`src/rtl/wr_stream_arb_pkg.sv`:
```
// Shared types and width helpers for the write-stream round-robin arbiter.
package wr_stream_arb_pkg;

    typedef enum logic {
        IDLE  = 1'b0,
        GRANT = 1'b1
    } arb_state_e;

    function automatic int id_width(input int n_req);
        return (n_req > 1) ? $clog2(n_req) : 1;
    endfunction

    function automatic int cnt_width(input int max_burst);
        return $clog2(max_burst + 1);
    endfunction

    localparam int DEF_N_REQ     = 4;
    localparam int DEF_MAX_BURST = 8;
    localparam int DEF_ID_W      = id_width(DEF_N_REQ);
    localparam int DEF_CNT_W     = cnt_width(DEF_MAX_BURST);

endpackage

```
`src/rtl/wr_stream_arb_if.sv`:
```
// Producer-side and buffer-side stream signals of the arbiter, bundled.
interface wr_stream_arb_if #(
    parameter int DATA_WIDTH = 20,
    parameter int N_REQ      = 4
);
    logic [N_REQ*DATA_WIDTH-1:0] req_data_in;
    logic [N_REQ-1:0]            req_vld;
    logic [N_REQ-1:0]            req_rdy;
    logic [DATA_WIDTH-1:0]       data_in;
    logic                        vld;
    logic                        rdy;

    modport master (
        input  req_data_in, req_vld, rdy,
        output req_rdy, data_in, vld
    );

    modport slave (
        output req_data_in, req_vld, rdy,
        input  req_rdy, data_in, vld
    );
endinterface

```
`src/rtl/wr_stream_arb_rr_pick.sv`:
```
// Combinational rotate-priority finder: first set bit of req at or after ptr.
module rr_pick
    import wr_stream_arb_pkg::*;
#(
    parameter int N_REQ = 4,
    parameter int IDX_W = id_width(N_REQ)
) (
    input  logic [N_REQ-1:0] req,
    input  logic [IDX_W-1:0] ptr,
    output logic             hit,
    output logic [IDX_W-1:0] idx
);

    logic [IDX_W-1:0] cand;

    // Walk offsets from farthest to nearest so the nearest hit wins.
    always_comb begin
        hit  = 1'b0;
        idx  = '0;
        cand = '0;
        for (int k = N_REQ - 1; k >= 0; k--) begin
            cand = IDX_W'((int'(ptr) + k) % N_REQ);
            if (req[cand]) begin
                hit = 1'b1;
                idx = cand;
            end
        end
    end

endmodule

```
`src/rtl/wr_stream_arb.sv`:
```
// Round-robin burst arbiter merging N_REQ producers onto one registered write stream.
module wr_stream_arb
    import wr_stream_arb_pkg::*;
#(
    parameter int  DATA_WIDTH = 20,
    parameter int  N_REQ      = 4,
    parameter int  MAX_BURST  = 8,
    localparam int ID_W       = id_width(N_REQ)
) (
    input  logic                  clk,
    input  logic                  arst,
    wr_stream_arb_if.master       bus,
    output logic [ID_W-1:0]       grant_id,
    output logic                  busy
);

    localparam int CNT_W = cnt_width(MAX_BURST);

    arb_state_e              state;
    arb_state_e              state_nxt;
    logic [ID_W-1:0]         rr_ptr;
    logic [CNT_W-1:0]        beat_cnt;
    logic                    pick_hit;
    logic [ID_W-1:0]         pick_idx;
    logic                    grant_vld;
    logic                    out_free;
    logic                    accept;
    logic                    release_grant;
    logic [DATA_WIDTH-1:0]   grant_data;

    rr_pick #(
        .N_REQ (N_REQ),
        .IDX_W (ID_W)
    ) u_pick (
        .req (bus.req_vld),
        .ptr (rr_ptr),
        .hit (pick_hit),
        .idx (pick_idx)
    );

    // The output register can take a beat when empty or draining this cycle.
    assign grant_vld     = bus.req_vld[grant_id];
    assign out_free      = !bus.vld || bus.rdy;
    assign accept        = (state == GRANT) && grant_vld && out_free;
    assign release_grant = (state == GRANT) &&
                           (!grant_vld || (accept && (beat_cnt == CNT_W'(MAX_BURST - 1))));
    assign grant_data    = bus.req_data_in[int'(grant_id)*DATA_WIDTH +: DATA_WIDTH];

    always_ff @(posedge clk or posedge arst) begin
        if (arst) state <= IDLE;
        else      state <= state_nxt;
    end

    always_comb begin
        state_nxt = state;
        case (state)
            IDLE:    if (pick_hit)      state_nxt = GRANT;
            GRANT:   if (release_grant) state_nxt = IDLE;
            default:                    state_nxt = IDLE;
        endcase
    end

    always_comb begin
        bus.req_rdy = '0;
        busy        = 1'b0;
        if (state == GRANT) begin
            busy                  = 1'b1;
            bus.req_rdy[grant_id] = out_free;
        end
    end

    always_ff @(posedge clk or posedge arst) begin
        if (arst) begin
            grant_id <= '0;
            beat_cnt <= '0;
            rr_ptr   <= '0;
        end else begin
            if ((state == IDLE) && pick_hit) begin
                grant_id <= pick_idx;
                beat_cnt <= '0;
            end else if (accept) begin
                beat_cnt <= beat_cnt + CNT_W'(1);
            end
            // Explicit wrap keeps rr_ptr in range when N_REQ is not a power of two.
            if (release_grant)
                rr_ptr <= (grant_id == ID_W'(N_REQ - 1)) ? '0 : grant_id + ID_W'(1);
        end
    end

    always_ff @(posedge clk or posedge arst) begin
        if (arst) begin
            bus.vld     <= 1'b0;
            bus.data_in <= '0;
        end else if (accept) begin
            bus.vld     <= 1'b1;
            bus.data_in <= grant_data;
        end else if (bus.rdy) begin
            bus.vld     <= 1'b0;
        end
    end

endmodule

```
`src/flat_wrapper.sv`:
```
// flat-port wrapper written by rule: the top's interface ports become plain ports
module wr_stream_arb_flat import wr_stream_arb_pkg::*;
#(
    parameter int  DATA_WIDTH = 20,
    parameter int  N_REQ      = 4,
    parameter int  MAX_BURST  = 8,
    localparam int ID_W       = id_width(N_REQ)
)
  (clk, arst, grant_id, busy, bus_req_data_in, bus_req_vld, bus_rdy, bus_req_rdy, bus_data_in, bus_vld);
  wr_stream_arb_if #(.DATA_WIDTH(DATA_WIDTH), .N_REQ(N_REQ)) bus_i ();
  input  logic clk;
  input  logic arst;
  output logic [ID_W-1:0] grant_id;
  output logic busy;
  input wire logic [$bits(bus_i.req_data_in)-1:0] bus_req_data_in;
  input wire logic [$bits(bus_i.req_vld)-1:0] bus_req_vld;
  input wire logic [$bits(bus_i.rdy)-1:0] bus_rdy;
  output wire logic [$bits(bus_i.req_rdy)-1:0] bus_req_rdy;
  output wire logic [$bits(bus_i.data_in)-1:0] bus_data_in;
  output wire logic [$bits(bus_i.vld)-1:0] bus_vld;
  assign bus_i.req_data_in = bus_req_data_in;
  assign bus_i.req_vld = bus_req_vld;
  assign bus_i.rdy = bus_rdy;
  assign bus_req_rdy = bus_i.req_rdy;
  assign bus_data_in = bus_i.data_in;
  assign bus_vld = bus_i.vld;
  wr_stream_arb #(.DATA_WIDTH(DATA_WIDTH), .N_REQ(N_REQ), .MAX_BURST(MAX_BURST)) u_core (.clk(clk), .arst(arst), .bus(bus_i), .grant_id(grant_id), .busy(busy));
endmodule
```
`config.mk`:
```
export PLATFORM = sky130hd
export DESIGN_NAME = wr_stream_arb_flat
export DESIGN_NICKNAME = d
export VERILOG_FILES = /design/src/rtl/wr_stream_arb_pkg.sv /design/src/rtl/wr_stream_arb_if.sv /design/src/rtl/wr_stream_arb_rr_pick.sv /design/src/rtl/wr_stream_arb.sv /design/src/flat_wrapper.sv
export SDC_FILE = /design/constraint.sdc
export NUM_CORES = 1
export LEC_CHECK = 0
export ABC_AREA = 0
export CORE_UTILIZATION = 35
export CTS_CLUSTER_DIAMETER = 120
export DETAILED_ROUTE_END_ITERATION = 8
export GPL_TIMING_DRIVEN = 0
export PLACE_DENSITY = 0.76
export SLEW_MARGIN = 10
export SYNTH_ARGS = -nofsm -noshare
export SYNTH_HDL_FRONTEND = slang
export SYNTH_SLANG_ARGS = --single-unit
```
`constraint.sdc`:
```
create_clock -name clk -period 3.3 [get_ports clk]
set_input_delay 0.33 -clock clk [delete_from_list [all_inputs] [get_ports clk]]
set_output_delay 0.33 -clock clk [all_outputs]
set_load 0.02 [all_outputs]
```
Word-level counts from Yosys, hierarchy flattened
Index checks and enable logic that the tools add are counted.
{"block": "totals", "reg_bits": 30}
{"block": "classes", "add_sub_neg": 5, "multipliers": 1, "magnitude_cmp": 6, "n_eq_ne": 2, "shift": 1, "muxes": 30, "bitwise": 2, "n_reduce_logical": 12}
{"cell": "80-bit by 32-bit variable part select with 20-bit output", "n": 1}
{"cell": "2-bit by 3-bit < comparator with 1-bit output (second input constant)", "n": 5}
{"cell": "1-bit 2-to-1 mux", "n": 15}
{"cell": "4-bit 2-to-1 mux", "n": 3}
{"cell": "1-bit binary-select mux with 2-bit select", "n": 5}
{"cell": "2-bit 2-to-1 mux", "n": 5}
{"cell": "1-bit logical AND", "n": 6}
{"cell": "2-bit by 3-bit multiplier with 5-bit output (second input constant)", "n": 1}
{"cell": "2-bit by 1-bit adder with 2-bit output (second input constant)", "n": 2}
{"cell": "2-bit adder (second input constant)", "n": 2}
{"cell": "4-bit by 1-bit adder with 4-bit output (second input constant)", "n": 1}
{"cell": "4-bit AND", "n": 1}
{"cell": "4-bit by 3-bit equality test with 1-bit output (second input constant)", "n": 1}
{"cell": "2-bit nonzero test", "n": 2}
{"cell": "1-bit demux with 2-bit select", "n": 1}
{"cell": "2-bit equality test (second input constant)", "n": 1}
{"cell": "2-bit by 1-bit greater-or-equal comparator with 1-bit output (second input constant)", "n": 1}
{"cell": "1-bit zero test", "n": 2}
{"cell": "1-bit logical OR", "n": 2}
{"cell": "1-bit case mux with 2 select lines", "n": 1}
{"cell": "1-bit NOT", "n": 1}

Logic depth before layout (Yosys ltp)
{"block": "depth", "word_depth": 9, "depth_mapped": 6}

Modules after synthesis
Synthesis repeated with hierarchy kept, for this count alone.
{"block": "unflattened", "hier_cells": 133, "area_unflattened_um2": 1873.0}
{"mod": "wr_stream_arb", "n_inst": 1, "cells_per_inst": 120, "area_per_inst_um2": 1795.5, "seq_area_each_um2": 750.7}
{"mod": "rr_pick", "n_inst": 1, "cells_per_inst": 13, "area_per_inst_um2": 77.6, "seq_area_each_um2": 0.0}

Worst setup path before layout
OpenSTA, ideal clock, no wires.
{"block": "synth_timing", "kind": "register to register", "from": "reg u_core.grant_id[0]", "to": "reg u_core.bus.data_in[10]", "arrival_ns": 1.787, "required_time_ns": 3.175, "path_slack_ns": 1.387, "path_stages_with_launch": 5, "path_buffers": 2, "synth_period_minus_slack_ns": 1.913, "cell_sequence": "dfrtp_1 > buf_2 > buf_2 > mux4_2 > mux2_4"}
{"block": "synth_via", "elab_chain_len": 4, "elab_cells_between_ends": 6, "classes_between": "1 x mul; 1 x shift; 2 x mux; 2 x reduce/logical"}
{"item": "start: declaration", "line_no": "wr_stream_arb.sv:13", "text": "output logic [ID_W-1:0] grant_id,"}
{"item": "start signal: assignment", "line_no": "wr_stream_arb.sv:79", "text": "grant_id <= pick_idx;"}
{"item": "parallel branches: the longest is 4 deep, another holds 2-bit by 3-bit multiplier with 5-bit output"}
{"item": "end signal: assignment", "line_no": "wr_stream_arb.sv:96", "text": "bus.data_in <= grant_data;"}
{"item": "end: declaration", "line_no": "wr_stream_arb_if.sv:15", "text": "output req_rdy, data_in, vld"}
Parallel ways; which one is timed is not known. The select of a mux whose other input is x is not followed.
A chain may end at the register's enable or synchronous reset.

Worst setup path in the final report
{"block": "layout_timing", "from": "reg u_core.grant_id[1]", "to": "out bus_req_rdy[1]"}
{"block": "layout_via", "elab_chain_len": 6, "elab_cells_between_ends": 7, "classes_between": "2 x order compare; 3 x mux; 1 x bitwise; 1 x reduce/logical"}
{"item": "2-bit by 3-bit < comparator with 1-bit output (not written as such) / 2-bit by 1-bit greater-or-equal comparator with 1-bit output (equally long branches)", "line_no": "wr_stream_arb.sv:68", "text": "bus.req_rdy[grant_id] = out_free;"}
{"item": "1-bit logical AND (not written as such)", "line_no": "wr_stream_arb.sv:68"}
{"item": "1-bit 2-to-1 mux (not written as such)", "line_no": "wr_stream_arb.sv:68"}
{"item": "1-bit demux with 2-bit select (*)"}
{"item": "4-bit AND (no source line) (*)"}
{"item": "4-bit 2-to-1 mux (*)", "line_no": "wr_stream_arb.sv:66", "text": "if (state == GRANT) begin"}
{"item": "end: declaration", "line_no": "flat_wrapper.sv:18", "text": "output wire logic [$bits(bus_i.req_rdy)-1:0] bus_req_rdy;"}
Mark *: on every way between the ends. The rest lies on a longest branch, timed or not.

==> qor.tcl <==
set qor(routed-wl-met3_um) 233
set qor(synth-edff-count) 0
set qor(most_frequent_cell_after_synthesis) {sky130_fd_sc_hd__dfrtp_1}
set qor(gr-total-overflow) 0
set qor(seqCellArea_um2) 751
set qor(starting_density_of_the_core_pct) 37.0
set qor(crit_path_top_delay_cell) {sky130_fd_sc_hd__clkdlybuf4s50_1}
set qor(yosys_reg_bits) 30
set qor(fin_crit_ns) 2.74
set qor(static-leakage-power_nw) 1.36
set qor(post_synth_most_frequent_cells) {sky130_fd_sc_hd__dfrtp_1, sky130_fd_sc_hd__mux4_2, sky130_fd_sc_hd__mux2_4}
set qor(power-per-cell-area_nw_per_um2) 811
set qor(seq_area_frac_synth_pct) 39.2
set qor(timing_max_transition_violations_final) 0
set qor(post_cts_resized) 0
set qor(clock-root-buffer) {sky130_fd_sc_hd__clkbuf_8}
set qor(number_of_antenna_violations_at_the_first_check_in_global_routing) 0
set qor(rr_worst_depth) 4
set qor(num_rows) 26
set qor(gp_congestion) 0.770
set qor(grt_setup_unrepaired) {false}
set qor(drt-met1-wl_um) 2080
set qor(drt-pass1-iter-count) 6
set qor(final.fill_count) 403
set qor(io_buffer_count) 114
set qor(critical_path_arrival_ns) 2.41
set qor(start_kind) {flop}
set qor(cts.sinks) 30
set qor(drt_iter0_drc) 55
set qor(hold_violations) 0
set qor(clkSlewWorstSetupHoldPaths_ns) 0.06
set qor(yosysTopAreaCellShare_pct) 39.2
set qor(cts_max_level) 2
set qor(critical_path_class) {reg -> out}
set qor(layout_worst_path_cycle_share_pct) 83.1
set qor(synth.area.top_cells) {sky130_fd_sc_hd__dfrtp_1, sky130_fd_sc_hd__mux4_2, sky130_fd_sc_hd__mux2_4}
set qor(hold_path.class) {in -> async}
set qor(synth.distinct_cells) 32
set qor(cp-end-kind) {output pin}
set qor(hold_buffers) 0
set qor(grt_pass1_wl_um) 8400
set qor(finalSetupViolations) 0
set qor(antenna_cells) 0
set qor(placed_cell_area_um2) 3140
set qor(cts_buf_count) 5
set qor(synthesis.area_per_instance_um2) 14.6
set qor(async_reset_ff_share_pct) 100
set qor(met2WireLength_um) 2600
set qor(worst_hold_slack_ns) 0.451
set qor(wirelength_um) 4960
set qor(finalClockSkew_ns) 0.00419
set qor(synth-warning-count) 0
set qor(total_area_of_multi_input_combinational_cells_um2) 1080
set qor(number_of_global_route_vias_before_repair) 1766
set qor(floorplan.die.height_um) 75.9
set qor(maxUsedRoutingLayer) {met4}
set qor(fin_cells) 323
set qor(layout.cell_area.non_filler_um2) 3230
set qor(die_area_um2) 5770
set qor(clock_latency_ns) 0.28
set qor(final.setup.tns_ns) 0
set qor(drive_above_1_share_pct) 21.3
set qor(ys_dominant_reg_cell) {sky130_fd_sc_hd__dfrtp_1}
set qor(slowest_delay_ns) 0.54
set qor(postSynthCellCount) 131
set qor(grt_max_degree) 31
set qor(fmax_mhz) 364
set qor(avgViaCountPerCell) 4.89
set qor(boundaryPins) 115
set qor(post_cts.repair.setup_buffers) 0
set qor(run_status) {completed}
set qor(drc) 0
set qor(wire_per_inst_um) 15.4
set qor(worst_margin_pin_slew_ns) 0.626
set qor(nNetsFinal) 344
set qor(crit_path_cell_trace) {buf_1 -> inv_1 -> ha_1 -> and3_1 -> clkdlybuf4s50_1}
set qor(flow.area_growth_from_synthesis_pct) 69.0
set qor(post_synth_instance_area_um2) 1910
set qor(cp_max_fo) 10
set qor(all_layer_global_routing_usage_pct) 18.7
set qor(worst_ep_required_time_ns) 2.97
set qor(netlist.top_cell.by_area) {sky130_fd_sc_hd__dfrtp_1}
set qor(maxCapViolCount) 0
set qor(ir_worst_vdd_v) 0.000447
set qor(hpwlAfterDp_um) 3940
set qor(floorplan.core_area_um2) 5170
set qor(die_width_um) 75.9
set qor(post-place-cells) 315
set qor(tightest_slew_margin_relative_to_the_limit_pct) 58.2
set qor(syn_nets) 223
set qor(route.antenna.remaining_nets) 0
set qor(clockBufferDepth) 2
set qor(tritoncts) {yes}
set qor(route.vias.total) 1580
flip-flops by register name, summed over array words and instances (netlist names):
| register | count |
|---|---|
| u_core.bus.vld | 1 |
| u_core.bus.data_in | 20 |
| u_core.beat_cnt | 4 |
| u_core.rr_ptr | 2 |
| u_core.state | 1 |
| u_core.grant_id | 2 |
layer usage:
layer,vias up,GRT usage (%)
li1,742,-
met1,777,22.2
met2,54,34.0
met3,7,4.10
met4,0,4.62
met5,-,0
cell usage in the layout (no fill, tap or decap), drive strengths merged:
master	Yosys	routed
inv	7	7
mux4	21	21
nand2b	1	1
a21oi	3	3
clkbuf	2	9
a21o	1	1
nand4	1	1
nor2b	1	1
mux2	22	22
ha	5	5
o21a	1	1
and3b	1	1
clkdlybuf4s50	0	114
nand2	3	3
nor2	6	6
o31ai	2	2
and3	5	5
dfrtp	30	30
nand3	2	2
clkinv	0	1
mux2i	1	1
o221ai	1	1
o22ai	2	2
o21ai	4	4
buf	6	6
o211ai	1	1
xor2	2	2
through the flow:
step	setup slack, ns	total power [mW]	utilization, %
finish	0.556	2.62	62.5
global route	0.398	2.79	62.5
CTS	0.535	2.65	62.5
detailed placement	0.843	2.34	60.7
global placement	0.836	2.32	60.7
floorplan	1.39	1.74	-
cell families (layout without fill, tap and decap cells):
kind of cell               count (synthesis)  after routing  share of synthesized area [%]
and+or+nand+nor                           20             20                           6.02
adders and majority gates                  5              5                           3.27
muxes                                     44             44                           41.3
xor gates and xnor gates                   2              2                          0.916
DFF                                       30             30                           39.2
AOI/OAI and AO/OA                         15             15                           4.90
buffers and inverters                     15            137                           4.32
worst paths after layout:
kind | startpoint | to | slack (ns)
setup reg to reg | u_core.grant_id[0] | u_core.bus.data_in[11] | 1.32
hold / removal | arst | u_core.bus.vld | 0.45
min in group clk | u_core.bus.data_in[3] | u_core.bus.data_in[3] | 0.49
setup / recovery | u_core.grant_id[1] | bus_req_rdy[1] | 0.56
max in group asynchronous | arst | u_core.bus.data_in[9] | 2.43
hold reg to reg | u_core.bus.data_in[3] | u_core.bus.data_in[3] | 0.49
report_power, final:
| group | leakage [nW] | internal [mW] | switching [mW] | total, mW |
|---|---|---|---|---|
| combinational | 0.949 | 0.950 | 0.698 | 1.65 |
| clock | 0.0482 | 0.168 | 0.133 | 0.300 |
| sequential | 0.361 | 0.548 | 0.126 | 0.674 |
cell type report:
type / count / share of cell area [%]
clock buffer: 7 / 2.67
clock inverter: 1 / 0.155
timing repair buffer: 114 / 35.3
inverter: 7 / 0.813
multi-input combinational: 86 / 33.4
tap: 70 / 2.71
buffer: 8 / 1.74
sequential: 30 / 23.2
worst max-delay path: cells and delay by family (launching register included):
kind / cells / cell delay (ns)
buf+inv: 3 / 1.24
flops: 1 / 0.52
fa+ha+maj: 1 / 0.23
simple gates: 1 / 0.16
No activity file was read; power rests on OpenSTA's default activity.
